[src/rtl/rca_nibble_seq_ctrl.sv]
// Nibble-serial adder controller: drives one external combinational 4-bit RCA slice
// for WIDTH/4 cycles and returns {cout,sum} = a + b + cin over valid/ready handshakes.
module rca_nibble_seq_ctrl #(
  parameter int WIDTH = 16
) (
  input  logic             clk,
  input  logic             rst_n,
  input  logic             in_valid,
  output logic             in_ready,
  input  logic [WIDTH-1:0] a,
  input  logic [WIDTH-1:0] b,
  input  logic             cin,
  output logic [3:0]       rca_a,
  output logic [3:0]       rca_b,
  output logic             rca_cin,
  input  logic [3:0]       rca_sum,
  input  logic             rca_cout,
  output logic             out_valid,
  input  logic             out_ready,
  output logic [WIDTH-1:0] sum,
  output logic             cout,
  output logic             busy
);
  localparam int NIBBLES = WIDTH / 4;
  localparam int IW      = (NIBBLES > 1) ? $clog2(NIBBLES) : 1;

  typedef enum logic [1:0] {S_IDLE, S_RUN, S_DONE} state_t;

  state_t           r_state, w_next;
  logic [WIDTH-1:0] r_a, r_b, r_sum;
  logic [IW-1:0]    r_idx;
  logic             r_carry, r_cout;
  logic             w_accept, w_last;
  logic [IW+1:0]    w_base;

  assign w_base   = {r_idx, 2'b00};
  assign w_accept = in_valid & (r_state == S_IDLE);
  assign w_last   = (r_idx == IW'(NIBBLES - 1));
  assign sum      = r_sum;
  assign cout     = r_cout;

  always_ff @(posedge clk or negedge rst_n) begin
    if (!rst_n) r_state <= S_IDLE;
    else        r_state <= w_next;
  end

  always_comb begin
    w_next    = r_state;
    in_ready  = 1'b0;
    busy      = 1'b0;
    out_valid = 1'b0;
    rca_a     = 4'h0;
    rca_b     = 4'h0;
    rca_cin   = 1'b0;
    case (r_state)
      S_IDLE: begin
        in_ready = 1'b1;
        if (in_valid) w_next = S_RUN;
      end
      S_RUN: begin
        busy    = 1'b1;
        rca_a   = r_a[w_base +: 4];
        rca_b   = r_b[w_base +: 4];
        rca_cin = r_carry;
        if (w_last) w_next = S_DONE;
      end
      S_DONE: begin
        out_valid = 1'b1;
        if (out_ready) w_next = S_IDLE;
      end
      default: w_next = S_IDLE;
    endcase
  end

  // Slice result is captured the same cycle it is driven; no pipeline stage in the loop.
  always_ff @(posedge clk or negedge rst_n) begin
    if (!rst_n) begin
      r_a     <= '0;
      r_b     <= '0;
      r_sum   <= '0;
      r_idx   <= '0;
      r_carry <= 1'b0;
      r_cout  <= 1'b0;
    end else if (w_accept) begin
      r_a     <= a;
      r_b     <= b;
      r_sum   <= '0;
      r_idx   <= '0;
      r_carry <= cin;
      r_cout  <= 1'b0;
    end else if (r_state == S_RUN) begin
      r_sum[w_base +: 4] <= rca_sum;
      r_carry            <= rca_cout;
      r_idx              <= w_last ? '0 : r_idx + 1'b1;
      if (w_last) r_cout <= rca_cout;
    end
  end

endmodule

[config.mk]
export PLATFORM = sky130hd
export DESIGN_NAME = rca_nibble_seq_ctrl
export DESIGN_NICKNAME = d
export VERILOG_FILES = /design/src/rtl/rca_nibble_seq_ctrl.sv
export SDC_FILE = /design/constraint.sdc
export NUM_CORES = 1
export LEC_CHECK = 0
export BUFFER_PORTS_ARGS = -buffer_cell sky130_fd_sc_hd__buf_2
export CAP_MARGIN = 15
export CORE_ASPECT_RATIO = 1.25
export CORE_UTILIZATION = 40
export DETAILED_ROUTE_END_ITERATION = 8
export PLACE_DENSITY = 0.75
export SETUP_SLACK_MARGIN = 0.3
export SYNTH_ARGS = -nofsm -noshare
export SYNTH_HDL_FRONTEND = slang
export SYNTH_SLANG_ARGS = --single-unit
[constraint.sdc]
create_clock -name clk -period 2 [get_ports clk]
set_clock_uncertainty 0.2 [all_clocks]
set_input_delay 0.2 -clock clk [delete_from_list [all_inputs] [get_ports clk]]
set_output_delay 0.2 -clock clk [all_outputs]
set_load 0.1 [all_outputs]
==> results by stage <==
Status:
- The flow ran to the end, but the final reports show violations.
- The final reports fail on setup timing.

Setup path:
- The highest net fanout along the worst path is 4.
- The worst setup path is of the flop to output port kind.
- The most critical setup path has its startpoint at r_idx[0]$_DFFE_PN0P_.
- The reg-to-reg critical path endpoint is sum[15]$_DFFE_PN0P_.
- For the worst flop-to-flop path, the logic depth is 8.
- The minimum setup slack among reg-to-reg paths is 0.05 ns.
- The nature of the critical path startpoint is a flop.
- The worst setup path endpoint is rca_b[3].
- The reg-to-reg critical path startpoint is r_idx[0]$_DFFE_PN0P_.
- The endpoint required time on the critical path is 1.60 ns.
- The category of the worst setup path capture point is an output port.
- At the worst endpoint, the arrival time is 1.73 ns.

Route:
- Detailed routing placed a total of 425 µm of wire on met3.
- The wire length on met2 is 4.452 mm.
- In the routed design, unresolved DRC markers number 0.
- After the first detailed-routing iteration, the DRC count stood at 56.
- In this run the remaining antenna-violating nets after routing total 0.
- The total via count in the routed design is 2,093.
- The highest metal layer carrying signal wires in the routed design is met4.
- Wires add up to 8.155 mm.
- The detailed router put a total of 3.133 mm of wire on met1.
- Dividing the detail-routed via count by the number of cells gives 5.285.
- The detailed-route wire length per cell is 20.59 µm.
- The number of search-and-repair iterations in the first detailed-routing pass is 4.

Die:
- The number of ports placed on the die boundary is 71.
- The vertical extent of the die is 90.54 µm.
- The number of rows in the core area is 31.
- The floorplan step set the die width to 72.83 µm.
- The die covers 6594 µm².
- The area inside the core boundary is 5934 µm².
- The initial utilization of the core area, before any placement, comes to 0.4227.

Timing:
- The smallest hold slack is 0.1006 ns.
- The final max-slew violation count is 0.
- Timing would allow up to 470.1 MHz.
- Setup repair after global routing could not meet its margin everywhere.
- The final period demand of the worst path is 2.127 ns.
- The final worst-path cycle share is 1.064.
- The hold violation count in the final report came to 0.
- The final setup slack of the worst path is -0.1270 ns.
- In this run the tightest slew margin relative to its limit is 0.6696.
- Setup violations remaining at the end of the flow were counted as 8.
- For the pin with the worst max-slew slack, the measured transition is 0.4990 ns.

Clock tree:
- The CTS root buffer is clkbuf_8.
- The CTS tree is done.
- The longest clock path from root to sink contains 2 buffers.
- Clock-pin slew was measured on the worst setup and hold paths at 0.09 ns.
- TritonCTS created 5 clock buffers.
- The clock network latency to the later pin of the worst-skew pair is 0.30 ns.
- The H-tree was split into 2 levels.
- The clock sink count is 54.

Synthesis:
- The average instance area after synthesis is 14.59 µm².
- The sequential cell area fraction in the yosys report is 0.5387.
- The register bit count reported by yosys is 54.
- The number of different library cells in the post-synthesis netlist is 31.
- The portion of synthesized cell area occupied by the leading cell type is 0.5387.
- After synthesis, the cell types taking the most area are dfrtp_1 54%, mux2_2 7.6%, mux4_2 7.2%.
- The most area-hungry cell type in the Yosys netlist is dfrtp_1.
- The netlist area before placement is 2509 µm².
- Synthesis produced a netlist whose cell count is 172.
- During synthesis, Yosys emitted a total of 0 warnings.
- The number of nets produced by synthesis is 220.

Placement:
- The wire-length estimate of the detail-placed layout is 3.779 mm.
- Routability-driven placement finished with a final weighted congestion of 0.7444.
- The port buffer count is 70.

Global routing:
- The via count of the first global-routing pass came to 2,189.
- For this run, the total global-route usage over all layers was measured as 0.2299.
- The number of antenna violations at the first check in global routing was 0.
- The wire length of the first global-routing pass is 11.36 mm.
- The maximum number of pins on one net before global-route repair is 40.
- The total overflow left after global routing is 0.

Final layout:
- In the layout the commonest cells are 58 x buf_2, 51 x dfrtp_1, 40 x dlygate4sd3_1, 32 x mux2_4, 17 x buf_12.
- The synthesis-to-layout area growth is 69.83%.
- The commonest non-fill, non-tap cell in the layout is buf_2.
- The final layout contains 362 nets.
- In the final layout, the share of cells above drive strength 1 is 0.5860.
- The number of antenna diodes is 0.

Min path:
- The startpoint of the tightest hold check path is in_valid.
- The class of the worst hold path is input pin to flop.

Job:
- The reported max-cap violation count is 0.
flip-flops by register name, summed over array words and instances, names as in the netlist:
signal,flops
cout,1
r_a,16
r_b,16
r_carry,1
r_idx,2
r_state,2
sum,16
area by class of cell:
class / count / area [µm²]
fillers: 376 / 1674
repair buffers: 144 / 1360
flip-flops and latches: 54 / 1358
multi-input cells: 105 / 1324
well taps: 82 / 102.6
clock buffers: 6 / 72.57
inverters: 3 / 30.03
clock inverters: 1 / 7.507
repair inverters: 1 / 6.256
worst max-delay path: stages, from the launching register on:
cell and delay [ns]:
dfrtp_4 0.51, buf_12 0.15, mux4_2 0.43, and2_4 0.17, buf_12 0.16
worst min path at each step:
stage	endpoint	slack, ns	cells past startpoint
6_report	r_state[0]$_DFFE_PN0P_	0.10	3
5_1_grt	r_state[0]$_DFFE_PN0P_	0.13	3
4_1_cts	r_idx[0]$_DFFE_PN0P_	0.09	2
3_5_place_dp	r_a[5]$_DFFE_PN0P_	-0.12	1
3_3_place_gp	r_a[5]$_DFFE_PN0P_	-0.12	1
2_1_floorplan	cout$_DFFE_PN0P_	-0.30	0
cells in the mapped netlist:
cell type  count
o31ai_1        1
a22o_1        12
a21o_1         3
buf_4          2
nor4b_4        2
nor3_2         1
clkbuf_1       1
nor4b_2        1
nand3b_1       1
or3_1          1
nand2b_1       4
nor2b_1        1
ha_1           6
and2_1         9
nand3_1        1
and3b_1        1
mux4_2         8
a21oi_1        2
buf_6          4
o21ai_0        1
nand2_1        9
inv_1          3
nor3b_4        1
a32o_1         4
nor2_1         2
dfrtp_1       54
mux2_1        15
a22oi_1        1
mux2_2        17
o22ai_1        1
buf_2          3
cell families (layout without fill, tap and decap cells):
kind of cell / Yosys count / after routing / share of synthesized area
mux: 40 / 40 / 0.2155
flops: 54 / 54 / 0.5387
fa+ha+maj: 6 / 6 / 0.02992
buf+inv: 13 / 155 / 0.03590
simple gates: 34 / 34 / 0.09875
compound gates: 25 / 25 / 0.08130
metal layers:
| layer | GRT usage | vias up |
|---|---|---|
| met5 | 0 | - |
| met4 | 0.05719 | 0 |
| met3 | 0.05580 | 14 |
| met2 | 0.4034 | 90 |
| met1 | 0.2781 | 1077 |
| li1 | - | 912 |
through the flow:
step	setup TNS, ns	std cells	setup slack [ns]	util	cell area [µm²]
finish	-0.9110	396	-0.1270	0.7179	4260
global route	-1.551	396	-0.1729	0.7179	4260
CTS	-0.7865	379	-0.1092	0.6711	3983
detailed placement	-0.2549	322	-0.06008	0.5220	3098
global placement	-0.05624	322	-0.01669	0.5220	3098
floorplan	0	172	0.2042	-	2653
timing repair:
item,4_1_cts,5_1_grt
endpoints found under the hold margin,98,0
hold buffers,40,0
pin swaps,11,15
cloned,1,6
resized for setup,86,15
setup buffers,9,11
setup endpoints to repair,28,61
Power is not shown: default switching activity piles up to over one toggle a cycle in this logic, so the estimate is an artifact.
